$ cat src/rtl/sha256_compress.sv
// sha256_compress: iterative SHA-256 compression, one round per cycle over a W-word stream.
module sha256_rotr #(parameter int N = 1) (
  input  logic [31:0] x,
  output logic [31:0] y
);
  assign y = {x[N-1:0], x[31:N]};
endmodule

module sha256_compress (
  input  logic         clk,
  input  logic         rst_n,
  input  logic         start,
  input  logic [255:0] hin,
  input  logic         w_valid,
  input  logic [31:0]  w_data,
  output logic         w_ready,
  output logic         busy,
  output logic         done,
  output logic [255:0] hout
);
  typedef enum logic [1:0] {IDLE, ROUND, FINAL} state_t;
  localparam logic [2047:0] K_TAB = {
    32'h428a2f98, 32'h71374491, 32'hb5c0fbcf, 32'he9b5dba5, 32'h3956c25b, 32'h59f111f1, 32'h923f82a4, 32'hab1c5ed5,
    32'hd807aa98, 32'h12835b01, 32'h243185be, 32'h550c7dc3, 32'h72be5d74, 32'h80deb1fe, 32'h9bdc06a7, 32'hc19bf174,
    32'he49b69c1, 32'hefbe4786, 32'h0fc19dc6, 32'h240ca1cc, 32'h2de92c6f, 32'h4a7484aa, 32'h5cb0a9dc, 32'h76f988da,
    32'h983e5152, 32'ha831c66d, 32'hb00327c8, 32'hbf597fc7, 32'hc6e00bf3, 32'hd5a79147, 32'h06ca6351, 32'h14292967,
    32'h27b70a85, 32'h2e1b2138, 32'h4d2c6dfc, 32'h53380d13, 32'h650a7354, 32'h766a0abb, 32'h81c2c92e, 32'h92722c85,
    32'ha2bfe8a1, 32'ha81a664b, 32'hc24b8b70, 32'hc76c51a3, 32'hd192e819, 32'hd6990624, 32'hf40e3585, 32'h106aa070,
    32'h19a4c116, 32'h1e376c08, 32'h2748774c, 32'h34b0bcb5, 32'h391c0cb3, 32'h4ed8aa4a, 32'h5b9cca4f, 32'h682e6ff3,
    32'h748f82ee, 32'h78a5636f, 32'h84c87814, 32'h8cc70208, 32'h90befffa, 32'ha4506ceb, 32'hbef9a3f7, 32'hc67178f2
  };
  state_t state;
  logic [5:0] t;
  logic [31:0] a, b, c, d, e, f, g, h;
  logic [255:0] hs;
  logic [31:0] a2, a13, a22, e6, e11, e25;
  logic [31:0] s0, s1, ch, maj, k, t1, t2, na, ne;
  sha256_rotr #(2)  r2  (.x(a), .y(a2));
  sha256_rotr #(13) r13 (.x(a), .y(a13));
  sha256_rotr #(22) r22 (.x(a), .y(a22));
  sha256_rotr #(6)  r6  (.x(e), .y(e6));
  sha256_rotr #(11) r11 (.x(e), .y(e11));
  sha256_rotr #(25) r25 (.x(e), .y(e25));
  // K[0] sits in the top word, so round t lives at offset (63-t)*32 = {~t, 5'b0}
  always_comb begin
    s0 = a2 ^ a13 ^ a22;
    s1 = e6 ^ e11 ^ e25;
    ch = (e & f) ^ (~e & g);
    maj = (a & b) ^ (a & c) ^ (b & c);
    k = K_TAB[{~t, 5'b0} +: 32];
    t1 = h + s1 + ch + k + w_data;
    t2 = s0 + maj;
    na = t1 + t2;
    ne = d + t1;
  end
  // the digest is folded in on the last accept so done and hout rise together
  always_ff @(posedge clk or negedge rst_n) begin
    if (!rst_n) begin
      state <= IDLE;
      t <= '0;
      {a, b, c, d, e, f, g, h} <= '0;
      hs <= '0;
      hout <= '0;
      w_ready <= 1'b0;
      busy <= 1'b0;
      done <= 1'b0;
    end else begin
      done <= 1'b0;
      case (state)
        IDLE: if (start) begin
          {a, b, c, d, e, f, g, h} <= hin;
          hs <= hin;
          t <= '0;
          state <= ROUND;
          busy <= 1'b1;
          w_ready <= 1'b1;
        end
        ROUND: if (w_valid) begin
          {a, b, c, d, e, f, g, h} <= {na, a, b, c, ne, e, f, g};
          t <= t + 6'd1;
          if (t == 6'd63) begin
            state <= FINAL;
            w_ready <= 1'b0;
            done <= 1'b1;
            hout <= {hs[255:224] + na, hs[223:192] + a, hs[191:160] + b, hs[159:128] + c,
                     hs[127:96] + ne, hs[95:64] + e, hs[63:32] + f, hs[31:0] + g};
          end
        end
        FINAL: begin
          state <= IDLE;
          busy <= 1'b0;
        end
        default: state <= IDLE;
      endcase
    end
  end
endmodule

$ cat config.mk
export PLATFORM = sky130hd
export DESIGN_NAME = sha256_compress
export DESIGN_NICKNAME = d
export VERILOG_FILES = /design/src/rtl/sha256_compress.sv
export SDC_FILE = /design/constraint.sdc
export NUM_CORES = 2
export LEC_CHECK = 0
export CORE_MARGIN = 8
export CORE_UTILIZATION = 55
export CTS_BUF_LIST = sky130_fd_sc_hd__clkbuf_4
export DETAILED_ROUTE_END_ITERATION = 12
export HOLD_SLACK_MARGIN = 0.05
export PLACE_DENSITY = 0.77
export SLEW_MARGIN = 25
export SYNTH_ARGS = -nofsm -noshare
export SYNTH_HDL_FRONTEND = slang
export SYNTH_SLANG_ARGS = --single-unit
$ cat constraint.sdc
create_clock -name clk -period 11.4 [get_ports clk]
set_input_delay 2.28 -clock clk [delete_from_list [all_inputs] [get_ports clk]]
set_output_delay 2.28 -clock clk [all_outputs]
set_load 0.1 [all_outputs]
==> impl_metrics.toml <==
[yosys]
synth_area_um2 = 54500
yosysMostFrequentCell = "nand2_1"
synthFlopType = "dfrtp_1"
ys_warn_count = 0
synth-edff-count = 0
ys_types = 92
synth_area_per_cell_um2 = 8.89
ys_top_cells_by_area = "dfrtp_1 36%, ha_1 8.5%, nand2_1 6.6%"
async_flop_share_pct = 100
seq_area_frac_synth_pct = 35.8
synth_nets = 6918
yosysTopAreaCell = "dfrtp_1"
synth_top_cell_area_share_pct = 35.8
synthTopCellsByCount = "955 x nand2_1, 779 x dfrtp_1, 453 x nor2_1, 400 x o21ai_0, 372 x inv_1"
ys_ff_latch = 779
synthCells = 6122

[timing]
setup_viol = 0
maxSlewViolCount = 0
fin_tns_setup_ns = 0
fin_skew_ns = 0.0583
fmax_ghz = 0.0967
tightest_slew_ns = 1.13
finalHoldViolCount = 0
period_needed_ns = 10.34
rsz0062_at_grt = "false"
slew_headroom_pct = 24.6
finalCritPeriodShare_pct = 90.7

[floorplan]
fp.dieW_um = 331
dieArea_um2 = 109000
die_y_um = 331
core_um2 = 98300
rows = 115
initial_core_util_pct = 55.4
io_pins = 551

[critical_path]
r2r_cells = 36
worstPathArrival_ns = 11.32
crit_fanout = 5
cp-start-kind = "input port"
required_ns = 12.37
critPathMaxStageDelay_ns = 0.60
path_class = "input port to flip-flop"
crit_path_top_delay_cell = "xnor2_1"
endpoint_kind = "flip-flop"

[placed_design]
placed_area_um2 = 61400
hpwlAfterDp_um = 165000
place_congestion = 1.06
port_buffers = 550

[global_routing]
gr-total-overflow = 0
antenna_found_initial = 28
grt_max_degree = 206
grt_pass1_wl_um = 314000
grt_pass1_vias = 49200
track_usage_pct = 38.4

[routing]
vias = 50200
antenna_left = 0
route.detailed.drc = 2
vias_per_cell = 6.15
initialDrtViolationCount = 5260
routed_wl_um = 214000
routedWlPerCell_um = 26.3
drt_first_pass_iters = 10

[clocking]
ctsHoldBuffers = 0
clk_latency_ns = 1.17
root_buffer = "clkbuf_4"
cts_max_level = 4
cts_tree = "yes"
cts_buffer_depth = 3
path_clk_slew_ns = 0.07
cts_sinks = 779
cts_resized = 0
post_cts_buffers = 0
numCtsBuffers = 209

[final_layout]
fin_nets = 7480
layout-drive-gt1-share_pct = 11.4
synthToLayoutAreaGrowth_pct = 17.7
final_area_um2 = 64100

[outcome]
violations = "design-rule violations"
status = "finished with violations"

[worst_hold_path]
min_path_cells = 2
hp-class = "flip-flop to flip-flop"

[flow_run]
maxCapViolations = 0
==> cells by family after synthesis <==
logic type | share of synthesized area, %
XOR/XNOR | 6.85
flip-flops | 35.8
multiplexers | 6.42
AO/OA/AOI/OAI | 18.2
buffers and inverters | 4.88
adder cells (fa/ha/maj) | 13.8
AND/OR/NAND/NOR | 14.1
==> stage by stage <==
| step | setup WS (ns) | std cells | hold WS [ns] | utilization, % |
|---|---|---|---|---|
| 2_1_floorplan | 1.62 | 6122 | 0.485 | - |
| 3_3_place_gp | 0.215 | 7760 | 0.461 | 62.5 |
| 3_5_place_dp | 0.0703 | 7760 | 0.462 | 62.4 |
| 4_1_cts | 1.28 | 8133 | 0.478 | 65.1 |
| 5_1_grt | 0.648 | 8151 | 0.501 | 65.2 |
| 6_report | 1.06 | 8159 | 0.472 | 65.2 |
==> registers in the layout, indices dropped and copies added, names as in the netlist <==
name     flops
a           32
b           32
busy         1
c           32
d           32
done         1
e           32
f           32
g           32
h           32
hout       256
hs         256
state        2
t            6
w_ready      1
==> placed cells by master (no fill, tap or decap), types with 44 or more instances in the layout <==
cell / netlist / routed
a21o_1: 152 / 152
a21oi_1: 328 / 327
a31oi_1: 285 / 285
buf_4: 0 / 117
clkbuf_4: 0 / 290
clkdlybuf4s50_1: 0 / 541
clkinv_1: 1 / 60
dfrtp_1: 779 / 777
fa_1: 134 / 134
ha_1: 370 / 370
inv_1: 372 / 372
mux2_2: 284 / 284
nand2_1: 955 / 955
nand2b_1: 46 / 45
nand3_1: 82 / 82
nor2_1: 453 / 452
nor3_1: 75 / 75
o21a_1: 44 / 44
o21ai_0: 400 / 400
o21bai_1: 51 / 51
xnor2_1: 253 / 253
xor2_1: 168 / 168
==> path summary, 6_finish.rpt <==
check                           from  slack (ns)         to
setup reg to reg                t[2]        1.27  hout[121]
max in group asynchronous      rst_n        8.02      a[30]
setup / recovery           w_data[2]        1.06  hout[121]
hold reg to reg              hout[0]        0.47    hout[0]
hold / removal               hout[0]        0.47    hout[0]
min in group asynchronous      rst_n        1.17   hout[79]
==> metal layers <==
| metal | track usage [%] | share of wire (%) |
|---|---|---|
| met1 | 47.8 | 38 |
| met2 | 60.5 | 45 |
| met3 | 9.12 | 9.2 |
| met4 | 23.5 | 7.0 |
| met5 | 0 | 0.047 |
==> final cells by class <==
cell class	instances	area [um^2]
Tap cell	1287	1610
Clock inverter	83	483
Clock buffer	290	2180
Timing Repair Buffer	674	6500
Inverter	376	1410
Sequential cell	779	19500
Antenna cell	26	65.1
Fill cell	8191	34200
Multi-Input combinational cell	4644	32300
==> critical path: cells and delay by family <==
family | cells | cell delay (ns)
AO/OA/AOI/OAI | 15 | 3.58
XOR/XNOR | 2 | 0.97
adder cells (fa/ha/maj) | 6 | 2.46
buffers and inverters | 7 | 1.12
AND/OR/NAND/NOR | 6 | 0.88
Power is not shown: default switching activity piles up to over one toggle a cycle in this logic, so the estimate is an artifact.
